$ cat src/rtl/pipelined_adder_pkg.sv
// Shared types and elaboration helpers for the pipelined ripple-carry adder.
// The optional signed-overflow output is enabled by defining PIPELINED_ADDER_OVF_EN.
package pipelined_adder_pkg;

    // Control half of the per-stage payload; the data half (sum, skewed A/B) is WIDTH-dependent.
    typedef struct packed {
        logic valid;
        logic carry;
    } stage_flags_t;

    function automatic int unsigned slice_w(input int unsigned width, input int unsigned stages);
        return (stages == 0) ? 0 : width / stages;
    endfunction

    function automatic bit cfg_ok(input int unsigned width, input int unsigned stages);
        return (width >= 1) && (stages >= 1) && ((width % stages) == 0);
    endfunction

endpackage

$ cat src/rtl/adder_slice.sv
// One SLICE-bit ripple-add pipeline stage: adds its slice of the skewed operands
// plus the upstream carry, and registers the whole payload when load is high.
module adder_slice
    import pipelined_adder_pkg::*;
#(
    parameter int unsigned WIDTH = 32,
    parameter int unsigned SLICE = 8,
    parameter int unsigned LO    = 0
) (
    input  logic             clk,
    input  logic             rst_n,
    input  logic             load,
    input  logic             up_valid,
    input  logic             up_carry,
    input  logic [WIDTH-1:0] up_sum,
    input  logic [WIDTH-1:0] up_a,
    input  logic [WIDTH-1:0] up_b,
    output logic             valid,
    output logic             carry,
    output logic [WIDTH-1:0] sum,
    output logic [WIDTH-1:0] a,
    output logic [WIDTH-1:0] b
);

    logic [SLICE:0]   part;
    logic [WIDTH-1:0] sum_next;
    stage_flags_t     flags_q;
    logic [WIDTH-1:0] sum_q;
    logic [WIDTH-1:0] a_q;
    logic [WIDTH-1:0] b_q;

    always_comb begin
        part = (SLICE+1)'(up_a[LO +: SLICE]) + (SLICE+1)'(up_b[LO +: SLICE])
             + (SLICE+1)'(up_carry);
        sum_next = up_sum;
        sum_next[LO +: SLICE] = part[SLICE-1:0];
    end

    always_ff @(posedge clk or negedge rst_n) begin
        if (!rst_n) begin
            flags_q <= '0;
            sum_q   <= '0;
            a_q     <= '0;
            b_q     <= '0;
        end else if (load) begin
            flags_q.valid <= up_valid;
            flags_q.carry <= part[SLICE];
            sum_q         <= sum_next;
            a_q           <= up_a;
            b_q           <= up_b;
        end
    end

    assign valid = flags_q.valid;
    assign carry = flags_q.carry;
    assign sum   = sum_q;
    assign a     = a_q;
    assign b     = b_q;

endmodule

$ cat src/rtl/pipelined_adder.sv
// Streaming A+B+Cin adder with the carry chain split over STAGES registered slices and
// bubble-collapsing valid/ready flow control. Define PIPELINED_ADDER_OVF_EN for the Ovf output.
module pipelined_adder
    import pipelined_adder_pkg::*;
#(
    parameter int unsigned WIDTH  = 32,
    parameter int unsigned STAGES = 4
) (
    input  logic             clk,
    input  logic             rst_n,
    input  logic [WIDTH-1:0] A,
    input  logic [WIDTH-1:0] B,
    input  logic             Cin,
    input  logic             in_valid,
    output logic             in_ready,
    output logic [WIDTH-1:0] Sum,
    output logic             Cout,
    output logic             out_valid,
    input  logic             out_ready
`ifdef PIPELINED_ADDER_OVF_EN
    ,
    output logic             Ovf
`endif
);

    localparam int unsigned SLICE = slice_w(WIDTH, STAGES);

    if (!cfg_ok(WIDTH, STAGES)) begin : g_cfg_err
        $error("pipelined_adder: WIDTH must be a nonzero multiple of STAGES");
    end

    // Index 0 is the input port; index k+1 is the output of stage k.
    logic [STAGES:0]  valid_c;
    logic [STAGES:0]  carry_c;
    logic [WIDTH-1:0] sum_c [STAGES+1];
    logic [WIDTH-1:0] a_c   [STAGES+1];
    logic [WIDTH-1:0] b_c   [STAGES+1];
    logic [STAGES-1:0] advance;
    logic [STAGES-1:0] load;

    assign valid_c[0] = in_valid;
    assign carry_c[0] = Cin;
    assign sum_c[0]   = '0;
    assign a_c[0]     = A;
    assign b_c[0]     = B;

    // A stage advances when out_ready is high or any stage downstream of it holds a bubble,
    // which is the unrolled form of the recursive advance chain.
    always_comb begin
        logic go;
        go      = out_ready;
        advance = '0;
        for (int k = int'(STAGES) - 1; k >= 0; k--) begin
            advance[k] = valid_c[k+1] && go;
            go         = go || !valid_c[k+1];
        end
        load = ~valid_c[STAGES:1] | advance;
    end

    assign in_ready = load[0];

    for (genvar k = 0; k < STAGES; k++) begin : g_stage
        adder_slice #(
            .WIDTH (WIDTH),
            .SLICE (SLICE),
            .LO    (k * SLICE)
        ) u_slice (
            .clk      (clk),
            .rst_n    (rst_n),
            .load     (load[k]),
            .up_valid (valid_c[k]),
            .up_carry (carry_c[k]),
            .up_sum   (sum_c[k]),
            .up_a     (a_c[k]),
            .up_b     (b_c[k]),
            .valid    (valid_c[k+1]),
            .carry    (carry_c[k+1]),
            .sum      (sum_c[k+1]),
            .a        (a_c[k+1]),
            .b        (b_c[k+1])
        );
    end

    assign Sum       = sum_c[STAGES];
    assign Cout      = carry_c[STAGES];
    assign out_valid = valid_c[STAGES];

`ifdef PIPELINED_ADDER_OVF_EN
    logic [SLICE-1:0] msb_part;
    logic             cmsb_d;
    logic             cmsb_q;

    // Carry into the MSB recovered from the last slice's add: c = a ^ b ^ s at bit WIDTH-1.
    always_comb begin
        msb_part = a_c[STAGES-1][WIDTH-1 -: SLICE] + b_c[STAGES-1][WIDTH-1 -: SLICE]
                 + SLICE'(carry_c[STAGES-1]);
        cmsb_d   = a_c[STAGES-1][WIDTH-1] ^ b_c[STAGES-1][WIDTH-1] ^ msb_part[SLICE-1];
    end

    always_ff @(posedge clk or negedge rst_n) begin
        if (!rst_n) begin
            cmsb_q <= 1'b0;
        end else if (load[STAGES-1]) begin
            cmsb_q <= cmsb_d;
        end
    end

    assign Ovf = cmsb_q ^ Cout;
`endif

endmodule

$ cat config.mk
export PLATFORM = sky130hd
export DESIGN_NAME = pipelined_adder
export DESIGN_NICKNAME = d
export VERILOG_FILES = /design/src/rtl/pipelined_adder_pkg.sv /design/src/rtl/adder_slice.sv /design/src/rtl/pipelined_adder.sv
export SDC_FILE = /design/constraint.sdc
export NUM_CORES = 1
export LEC_CHECK = 0
export CAP_MARGIN = 5
export CORE_MARGIN = 3
export CORE_UTILIZATION = 55
export DETAILED_ROUTE_END_ITERATION = 8
export PLACE_DENSITY = 0.79
export REMOVE_ABC_BUFFERS = 1
export SLEW_MARGIN = 0
export SYNTH_ARGS = -nofsm -noshare
export SYNTH_HDL_FRONTEND = slang
export SYNTH_SLANG_ARGS = --single-unit
$ cat constraint.sdc
create_clock -name clk -period 2.7 [get_ports clk]
set_input_delay 0.675 -clock clk [delete_from_list [all_inputs] [get_ports clk]]
set_output_delay 0.675 -clock clk [all_outputs]
set_load 0.02 [all_outputs]
==> summary.md, run 1 <==
| Metric | Value |
|---|---|
| Result of the run | `finished clean` |
| Crit path arrival time | `1790 ps` |
| Htree depth | `4` |
| Total half-perimeter wirelength after legalization and detailed placement | `10600 µm` |
| Maximum capacitance violations | `0` |
| Setup repair after global routing missed its margin | `false` |
| Post-synthesis async set-or-reset flop share | `100%` |
| Count of final setup violators | `0` |
| Largest cells by area after synthesis | `dfrtp_1, nand2_1, mux2_4` |
| Post-CTS sizing | `0` |
| Yosys top cell area share | `between 50% and 60%` |
| Netlist area before placement | `just over 8000 µm²` |
| Hold-fix buffers at CTS | `0` |
| Max rail drop VDD | `approximately 510 µV` |
| Detailed-route via count | `between 5000 and 6000` |
| Worst-path cell with the longest stage delay | `clkdlybuf4s50_1` |
| Antenna fix cells | `0` |
| TritonRoute pass-1 iters | `4` |
| Cells along the critical path | `clkdlybuf4s50_1, nor2b_4, and3_2, nand2_4, buf_12` |
| Slew headroom | `roughly three fifths` |
| Routed Wire Length | `around 16000 µm` |
| Average detailed-routed wire length per instance | `about 14 µm` |
| Max Transition Viols Final | `0` |
| Clock transition at the registers of the reported paths | `roughly 60 ps` |
| Nature of the critical path endpoint | `primary output` |
| Slew at the pin closest to its max-slew limit | `576 ps` |
| Synth cell types | `35` |
| Final Non-Filler Cells | `1088` |
| Clock tree root driver cell | `clkbuf_16` |
| Count of placed standard cells including taps | `1058` |
| Area growth from synthesis to final layout | `23.7%` |
| X dimension of the die | `approximately 130 µm` |
| Effective utilization at floorplan | `between 50 and 60%` |
| Mean area per synthesized cell | `between 10 and 15 µm²` |
| Tightest Hold Check Type | `in -> async` |
| Number of post-CTS setup repair buffers | `0` |
| Total gr overflow | `0` |
| Global-route wire length before repair | `26200 µm` |
| Final Hold Vio Count | `0` |
| Pin count of the biggest net entering global routing | `73` |
| DRC violation count after routing | `0` |
| Clock Sinks | `184` |
| Starting DRC count in detailed routing | `~350` |
| Shortest clock period the worst path allows after layout | `2470 ps` |
| Number of enable-type register cells in the synthesized netlist | `0` |
| Dominant cell by count in the synthesized netlist | `nand2_1` |
| Layout cells sized above 1 | `11.9%` |
| Number of global-route vias before repair | `approximately 5500` |
| Slowest Stage Delay on Critical Path | `470 ps` |
| Std cell rows | `between 40 and 50` |
| Number of top-level pins | `104` |
| Fin crit share | `between 90% and 100%` |
| Die span in y | `approximately 130 µm` |
| CP Data Required Time | `2030 ps` |
| Flop and latch count out of synthesis | `about 180` |
| Die Area | `roughly 16000 µm²` |
| Max Root-Sink Buffers | `2` |
| Cell area power density | `roughly 870 nW/µm²` |
| Hold Slack | `about 250 ps` |
| Post-synthesis cell type with the largest combined area | `dfrtp_1` |
| Net count reported at finish | `roughly 1000` |
| Highest clock rate | `between 400 and 500 MHz` |
| Sum of internal, switching and leakage power | `8.89 mW` |
| Via density per instance | `between 5 and 6` |
| Clock buffers created by TritonCTS | `17` |
| Setup TNS after final layout | `0 ps` |
| Global Route Usage Sum | `approximately 20%` |
| Warning count from the yosys run | `0` |
| Clock Latency Late Sink | `roughly 430 ps` |
| Cells after Synth | `786` |
| Dominant register cell in the synthesized netlist | `dfrtp_1` |
| Critical path type | `in -> out` |
| Static leakage power | `5.02 nW` |
| Share of synthesized area occupied by flip-flops and latches | `56.1%` |
| Number of buffers added on ports | `around 100` |
| Leading post-synthesis cells by instance count | `nand2_1, dfrtp_1, mux2_4` |
| Antenna violations before repair | `0` |
| Critical path buffers and inverters | `2` |
| Core Area | `about 15000 µm²` |
| Highest net fanout along the worst path | `4` |
| Startpoint type of the worst setup path | `primary input` |
| Global placement routability congestion | `0.815` |
| Post-route antenna net violation count | `0` |
| TritonCTS clock tree | `built` |
| Cell family with most CP delay | `buffers and inverters` |
| Final worst clock skew | `about 6.7 ps` |
[layer usage]
layer	GRT usage (%)	wire [µm]
met3	3.83	484
met4	6.93	305
met5	0	0
met2	34.1	7820
met1	26.4	7020
[per-stage QoR]
step	util, %	worst slack (ps)	cell area [µm²]
floorplan	-	-1820	8040
global placement	65.2	-81.4	9510
detailed placement	65.2	-116	9510
CTS	69.6	225	10200
global route	69.6	87.1	10200
finish	69.6	232	10200
[final timing paths]
kind / startpoint / to / slack [ps] / cells past startpoint
setup / recovery: out_ready / in_ready / 230 / 5
hold / removal: rst_n / g_stage[0].u_slice.a[20]$_DFFE_PN0P_ / 250 / 1
setup reg to reg: g_stage[0].u_slice.a[8]$_DFFE_PN0P_ / g_stage[1].u_slice.carry$_DFFE_PN0P_ / 260 / 7
hold reg to reg: g_stage[3].u_slice.sum[1]$_DFFE_PN0P_ / g_stage[3].u_slice.sum[1]$_DFFE_PN0P_ / 460 / 2
max in group asynchronous: rst_n / g_stage[0].u_slice.a[15]$_DFFE_PN0P_ / 1720 / 2
min in group clk: g_stage[3].u_slice.sum[1]$_DFFE_PN0P_ / g_stage[3].u_slice.sum[1]$_DFFE_PN0P_ / 460 / 2
[state kept, by name, summed over array words and instances, names as in the netlist]
name / cells
g_stage.u_slice.a: 48
g_stage.u_slice.b: 48
g_stage.u_slice.valid: 4
g_stage.u_slice.sum: 80
g_stage.u_slice.carry: 4
[report_power, final]
group          internal (mW)  switching [mW]
combinational           1.15            1.23
sequential              3.43           0.402
clock                   1.69           0.977
total                   6.28            2.61
[cells in the final DEF (no fill, tap or decap), types with 4 or more instances in the layout]
cell type	synthesis	routed
a31oi_1	5	5
nor3_1	7	7
nor2b_1	6	5
buf_12	0	6
clkbuf_16	0	17
mux2_4	48	48
a211oi_1	7	7
a21o_1	4	4
clkbuf_8	0	7
xnor2_1	5	5
a21oi_1	19	19
mux2_2	5	5
inv_1	8	8
dfrtp_1	184	184
nor2_1	15	15
o21ai_0	32	32
nand2b_1	5	5
o21a_1	4	4
bufinv_16	0	4
xor2_1	11	11
o21bai_1	4	4
nand2_1	331	330
clkdlybuf4s50_1	0	101
fa_1	8	8
buf_4	1	11
ha_1	28	28
[cells by family after synthesis]
group           share of synthesized area [%]
fa+ha+maj                                6.21
flops                                    56.1
mux                                      9.46
simple gates                             17.9
xor+xnor                                 1.71
buf+inv                                  2.45
compound gates                           6.26
[layout make-up]
class                           count  area, µm²
Timing Repair Buffer              119       1230
Inverter                            8       30.0
Fill cell                        1110       4430
Tap cell                          184        230
Multi-Input combinational cell    563       3420
Clock buffer                       24        512
Clock inverter                      6        136
Sequential cell                   184       4600
Power figures use the tool's default switching activity.
==> inputs of run 2 (changes only) <==
ABC_AREA = 0   (was not set)
==> results of run 2 <==
The final DEF is identical to that of run 1; final timing and power are the same.
==> inputs of run 3 (changes only) <==
SKIP_LAST_GASP = 1   (was not set)
==> results of run 3 <==
The final DEF is identical to that of run 1; final timing and power are the same.
